[config.mk]
export PLATFORM = sky130hd
export DESIGN_NAME = hydro_frame_axis_tx
export DESIGN_NICKNAME = d
export VERILOG_FILES = /design/src/rtl/hydro_frame_axis_tx.sv
export SDC_FILE = /design/constraint.sdc
export NUM_CORES = 1
export LEC_CHECK = 0
export ABC_CLOCK_PERIOD_IN_PS = 5900
export CAP_MARGIN = 20
export CELL_PAD_IN_SITES_DETAIL_PLACEMENT = 1
export CELL_PAD_IN_SITES_GLOBAL_PLACEMENT = 1
export CORE_ASPECT_RATIO = 1.2
export CORE_MARGIN = 5
export CORE_UTILIZATION = 38
export DETAILED_ROUTE_END_ITERATION = 10
export PLACE_DENSITY = 0.63
export RECOVER_POWER = 100
export SETUP_SLACK_MARGIN = 0.5
export SYNTH_ARGS = -nofsm -noshare
export SYNTH_HDL_FRONTEND = slang
export SYNTH_SLANG_ARGS = --single-unit
[constraint.sdc]
create_clock -name m_axis_aclk -period 5.9 [get_ports m_axis_aclk]
set_input_delay 0.885 -clock m_axis_aclk [delete_from_list [all_inputs] [get_ports m_axis_aclk]]
set_output_delay 0.885 -clock m_axis_aclk [all_outputs]
set_load 0.02 [all_outputs]
[src/rtl/hydro_frame_axis_tx.sv]
// hydro_frame_axis_tx
// AXI-Stream master carrying 4-channel hydrophone sample frames to the downstream max-finder.
// A frame is 4 x SAMPLE_W samples {ch3,ch2,ch1,ch0}. It is sent as two beats:
//   beat0 = {ch1,ch0} with tlast=0, then beat1 = {ch3,ch2} with tlast=1.
// ADC strobes cannot be stalled. A FIFO_DEPTH-entry FIFO plus the frame register absorb
// downstream stalls. A strobe that arrives while the FIFO is full is dropped and counted.
//
// Ports
//   m_axis_aclk    clock, rising edge
//   m_axis_areset  asynchronous active-high reset
//   en             intake enable; with en=0 strobes are ignored, but queued frames still drain
//   smp_valid      one-cycle strobe qualifying smp_data
//   smp_data       {ch3,ch2,ch1,ch0}
//   smp_ready      en && !fifo_full (informational only)
//   m_axis_tvalid / m_axis_tready / m_axis_tdata / m_axis_tlast   AXI-Stream master
//   frame_count    frames fully sent (counts beat1 handshakes), wraps
//   drop_count     strobes lost to a full FIFO while en=1, wraps
//   o_dbg_state    current FSM state (0 IDLE, 1 BEAT0, 2 BEAT1)
//
// Handshake: a beat moves on a rising edge where tvalid && tready. Once tvalid is high,
// tvalid/tdata/tlast hold until that beat moves. tvalid is never withdrawn before then.
module hydro_frame_axis_tx #(
  parameter int C_M_AXIS_TDATA_WIDTH = 32,
  parameter int SAMPLE_W             = 16,
  parameter int FIFO_DEPTH           = 4,
  parameter int CNT_W                = 32
) (
  input  logic                            m_axis_aclk,
  input  logic                            m_axis_areset,
  input  logic                            en,
  input  logic                            smp_valid,
  input  logic [4*SAMPLE_W-1:0]           smp_data,
  output logic                            smp_ready,
  output logic                            m_axis_tvalid,
  input  logic                            m_axis_tready,
  output logic [C_M_AXIS_TDATA_WIDTH-1:0] m_axis_tdata,
  output logic                            m_axis_tlast,
  output logic [CNT_W-1:0]                frame_count,
  output logic [CNT_W-1:0]                drop_count,
  output logic [1:0]                      o_dbg_state
);

  localparam int AW = $clog2(FIFO_DEPTH);
  localparam int PW = AW + 1;
  localparam int FW = 4 * SAMPLE_W;

  typedef enum logic [1:0] {
    S_IDLE  = 2'd0,
    S_BEAT0 = 2'd1,
    S_BEAT1 = 2'd2
  } state_t;

  state_t            r_state;
  state_t            w_next_state;

  logic [FW-1:0]     r_mem [FIFO_DEPTH];
  logic [PW-1:0]     r_wr_ptr;
  logic [PW-1:0]     r_rd_ptr;
  logic [FW-1:0]     r_frame;
  logic [CNT_W-1:0]  r_frame_count;
  logic [CNT_W-1:0]  r_drop_count;

  logic              w_empty;
  logic              w_full;
  logic              w_push;
  logic              w_load;
  logic              w_hs;
  logic              w_drop;
  logic              w_frame_done;

  // The pointers carry one extra wrap bit. Equal pointers mean empty. Pointers that differ
  // only in the wrap bit mean full.
  assign w_empty = (r_wr_ptr == r_rd_ptr);
  assign w_full  = (r_wr_ptr[AW] != r_rd_ptr[AW]) &&
                   (r_wr_ptr[AW-1:0] == r_rd_ptr[AW-1:0]);

  // smp_ready uses the current full flag. A pop in the same cycle does not free a slot.
  // It is also held low while reset is asserted.
  assign smp_ready    = en && !w_full && !m_axis_areset;
  assign w_push       = smp_valid && smp_ready;
  assign w_drop       = smp_valid && en && w_full;
  assign w_hs         = m_axis_tvalid && m_axis_tready;
  assign w_frame_done = (r_state == S_BEAT1) && w_hs;

  // The frame register reloads straight from the FIFO head, either from idle or
  // immediately after a beat1 handshake. This keeps frames back-to-back with no gap.
  assign w_load = !w_empty && ((r_state == S_IDLE) || w_frame_done);

  // FSM state register
  always_ff @(posedge m_axis_aclk or posedge m_axis_areset) begin
    if (m_axis_areset) r_state <= S_IDLE;
    else               r_state <= w_next_state;
  end

  // FSM next-state logic
  always_comb begin
    w_next_state = r_state;
    case (r_state)
      S_IDLE:  if (!w_empty) w_next_state = S_BEAT0;
      S_BEAT0: if (w_hs)     w_next_state = S_BEAT1;
      S_BEAT1: if (w_hs)     w_next_state = w_empty ? S_IDLE : S_BEAT0;
      default:               w_next_state = S_IDLE;
    endcase
  end

  // FSM outputs
  always_comb begin
    m_axis_tvalid = 1'b0;
    m_axis_tlast  = 1'b0;
    m_axis_tdata  = '0;
    case (r_state)
      S_BEAT0: begin
        m_axis_tvalid = 1'b1;
        m_axis_tdata  = r_frame[2*SAMPLE_W-1:0];
      end
      S_BEAT1: begin
        m_axis_tvalid = 1'b1;
        m_axis_tlast  = 1'b1;
        m_axis_tdata  = r_frame[4*SAMPLE_W-1:2*SAMPLE_W];
      end
      default: ;
    endcase
  end

  assign o_dbg_state = r_state;

  // FIFO storage. It has no reset, because only entries between the pointers are ever read.
  always_ff @(posedge m_axis_aclk) begin
    if (w_push) r_mem[r_wr_ptr[AW-1:0]] <= smp_data;
  end

  always_ff @(posedge m_axis_aclk or posedge m_axis_areset) begin
    if (m_axis_areset) begin
      r_wr_ptr <= '0;
      r_rd_ptr <= '0;
    end else begin
      if (w_push) r_wr_ptr <= r_wr_ptr + PW'(1);
      if (w_load) r_rd_ptr <= r_rd_ptr + PW'(1);
    end
  end

  always_ff @(posedge m_axis_aclk or posedge m_axis_areset) begin
    if (m_axis_areset)  r_frame <= '0;
    else if (w_load)    r_frame <= r_mem[r_rd_ptr[AW-1:0]];
  end

  always_ff @(posedge m_axis_aclk or posedge m_axis_areset) begin
    if (m_axis_areset) begin
      r_frame_count <= '0;
      r_drop_count  <= '0;
    end else begin
      if (w_frame_done) r_frame_count <= r_frame_count + CNT_W'(1);
      if (w_drop)       r_drop_count  <= r_drop_count + CNT_W'(1);
    end
  end

  assign frame_count = r_frame_count;
  assign drop_count  = r_drop_count;

endmodule

==> metrics.md <==
| Metric | Value |
|---|---|
| TritonCTS Sinks | `392` |
| Worst rel slew slack | `-39.3%` |
| Max Root-Sink Buffers | `3` |
| Nets@finish | `1,108` |
| Final GP Congestion | `0.720` |
| End of the worst register-to-register path | `r_frame[47]$_DFFE_PP0P_` |
| Fin area | `19,000 um^2` |
| Post-synth top flop | `edfxtp_1` |
| Syn Nets | `921` |
| Cts hold-fix bufs | `0` |
| Yosys reg bits | `392` |
| Final min period | `4800 ps` |
| CP delay by family, top | `adder cells` |
| Reg2Reg Depth | `6` |
| Remaining global-route overflow | `0` |
| Kind of critical path | `reg -> out` |
| Slew at the pin with the worst max-slew slack | `2090 ps` |
| Initial core utilization | `38.6%` |
| Initial antenna violation count | `8` |
| Post-route DRC violation count | `0` |
| Critical Path End Type | `output pin` |
| Syn_area_per_cell | `18.4 um^2` |
| Clock root buffer | `clkbuf_16` |
| VDD IR max | `0.000294 V` |
| Max-cap violations | `4` |
| DR iter-0 viols | `345` |
| Cell area power density | `460 nW/um^2` |
| Type of the worst min-delay path | `reg -> reg` |
| Clock Skews | `25.6 ps` |
| Post-cts resize count | `0` |
| CP required | `5020 ps` |
| Total Wirelength | `34,100 um` |
| Area share of the leading cell type in the synthesized netlist | `49.8%` |
| Core ar. | `39,900 um^2` |
| Total chip power | `8740 uW` |
| Chip height | `231 um` |
| Critical path cell sequence | `inv_1, ha_1, a22oi_1, nor2b_1, clkdlybuf4s50_1` |
| Critical path depth | `5` |
| Setup violations, final | `0` |
| Drt first pass iters | `4` |
| Tcrit/Tclk final | `81.3%` |
| Dpl cell area | `17,700 um^2` |
| Yosys warns | `0` |
| Largest net degree at the start of global routing | `80` |
| Critical Path Source Type | `flip-flop` |
| TritonCTS Buffers | `40` |
| Failing checks | `max-capacitance violations, max-slew violations` |
| Pre-CTS WS | `2110 ps` |
| DPL Wire Length | `20,800 um` |
| Register area share after synthesis | `71.9%` |
| Buf/Inv on CP | `2` |
| Clock input transition at the sequential cells of the worst setup and hold paths | `60 ps` |
| Async SR Flop Fraction | `34.7%` |
| Routed length per instance | `21.4 um` |
| Share of layout cells above drive strength 1 | `20.1%` |
| Vias in the first global route | `9,002` |
| First-pass GRT wire length | `53,900 um` |
| Fillers | `3,756` |
| Achievable Freq | `0.208 GHz` |
| IO Count | `170` |
| Top cells by count, synth | `edfxtp_1 (256), dfrtp_1 (136), mux2_2 (68)` |
| Final hold vios | `0` |
| Static leakage | `0.00700 uW` |
| Final Slew Violations | `219` |
| R2r setup slk | `1210 ps` |
| Unrepaired setup endpoints after global routing | `false` |
| Worst-path fanout max | `36` |
| Largest cells by area after synthesis | `edfxtp_1 (50%), dfrtp_1 (22%), mux4_2 (9.3%)` |
| Full die area | `44,800 um^2` |
| Post-route setup TNS | `0 ps` |
| Worst-skew pair later-pin latency | `550 ps` |
| Row cnt | `80` |
| Gr usage total | `15.3%` |
| Via count | `8,048` |
| Count of cell types in the netlist | `37` |
| Worst Hold Depth | `1` |
| Number of enable flip-flop cells after synthesis | `256` |
| Worst flop-to-flop path startpoint | `o_dbg_state[0]$_DFFE_PP0P_` |
| Yosys top cell by area | `edfxtp_1` |
| Hold Path Origin | `frame_count[31]$_DFFE_PP0P_` |
| Hold Path Sink | `frame_count[31]$_DFFE_PP0P_` |
| CTS tree | `yes` |
| Antenna Nets Post-Route | `0` |
| Most frequent cell after synthesis | `edfxtp_1` |
| Gate Count Post-Synth | `840` |
| Final WS setup | `1100 ps` |
| Post-CTS Setup Inserts | `0` |
| Synth-to-Final Area Change | `23.0%` |
| Outcome | `complete, but fails checks` |
| H-tree depth reported by CTS | `2` |
| Die width | `194 um` |
| Slowest CP cell | `ha_1` |
| Vias/cell | `5.05` |
| Mapped Area | `15,400 um^2` |
| Worst stage delay on the critical path | `1490 ps` |
| Worst Path Arrival | `3910 ps` |
| I/O Buffers | `169` |
cell type report:
cell class | count | area, um^2 | share of cell area, %
Timing Repair Buffer | 179 | 1780 | 9.35
Tap cell | 533 | 667 | 3.51
Clock inverter | 20 | 151 | 0.798
Multi-Input combinational cell | 406 | 4150 | 21.8
Sequential cell | 392 | 11100 | 58.5
Clock buffer | 54 | 1100 | 5.81
Antenna cell | 3 | 7.51 | 0.0396
Inverter | 8 | 35.0 | 0.185
metrics by stage:
| step | utilization [%] | instances | hold WS, ps |
|---|---|---|---|
| floorplan | - | 840 | 462 |
| global placement | 44.4 | 1517 | 460 |
| detailed placement | 44.4 | 1517 | 462 |
| CTS | 47.6 | 1591 | 474 |
| global route | 47.5 | 1592 | 486 |
| finish | 47.5 | 1595 | 466 |
how the worst max path moves through the flow:
stage          slack (ps)                       start                to
4_1_cts              1770  o_dbg_state[0]$_DFFE_PP0P_  m_axis_tdata[31]
6_report             1100  o_dbg_state[0]$_DFFE_PP0P_  m_axis_tdata[31]
5_1_grt               840  o_dbg_state[0]$_DFFE_PP0P_  m_axis_tdata[31]
2_1_floorplan         720               m_axis_areset         smp_ready
3_3_place_gp         2110               m_axis_areset         smp_ready
3_5_place_dp         2110               m_axis_areset         smp_ready
power breakdown:
group,leakage (uW),switching [uW],internal (uW)
clock network,0.000624,1050,1370
registers,0.00403,284,3360
logic,0.00235,1290,1390
logic make-up (layout without fill, tap and decap cells):
logic type      Yosys count  after routing  synth area share, %
simple gates            156            156                 5.96
mux                     132            132                 14.3
fa+ha+maj                12             12                0.973
xor+xnor                 69             69                 3.92
buf+inv                  42            261                 1.22
compound gates           37             37                 1.75
flops                   392            392                 71.9
other cells               0              3                    0
placed cells by master, fill, tap and decap left out, drive strengths merged, types with 2 or more instances in the layout:
cell type and n:
edfxtp 256, dlygate4sd3 164, dfrtp 136, mux2 68
mux4 64, clkbuf 58, xnor2 54, nor2b 33
a22oi 32, nand2 28, nand3 25, nand4 17
clkinv 17, xor2 15, nor2 12, ha 12
and3 10, inv 10, and2 9, nor3 8
and4 8, buf 6, clkdlybuf4s50 5, diode 3
o21ai 3, nor4 2
sequential cells by signal (all words and copies together) (netlist names):
name,flops
frame_count,32
drop_count,32
r_wr_ptr,3
r_frame,64
o_dbg_state,2
r_rd_ptr,3
r_mem,256
per-layer routing:
layer / vias up / track usage [%] / share of wire (%)
li1: 3618 / - / -
met1: 4196 / 19.9 / 44
met2: 175 / 26.7 / 50
met3: 55 / 3.02 / 4.5
met4: 4 / 3.60 / 1.8
met5: - / 0 / 0.061
No activity file was read; power rests on OpenSTA's default activity.
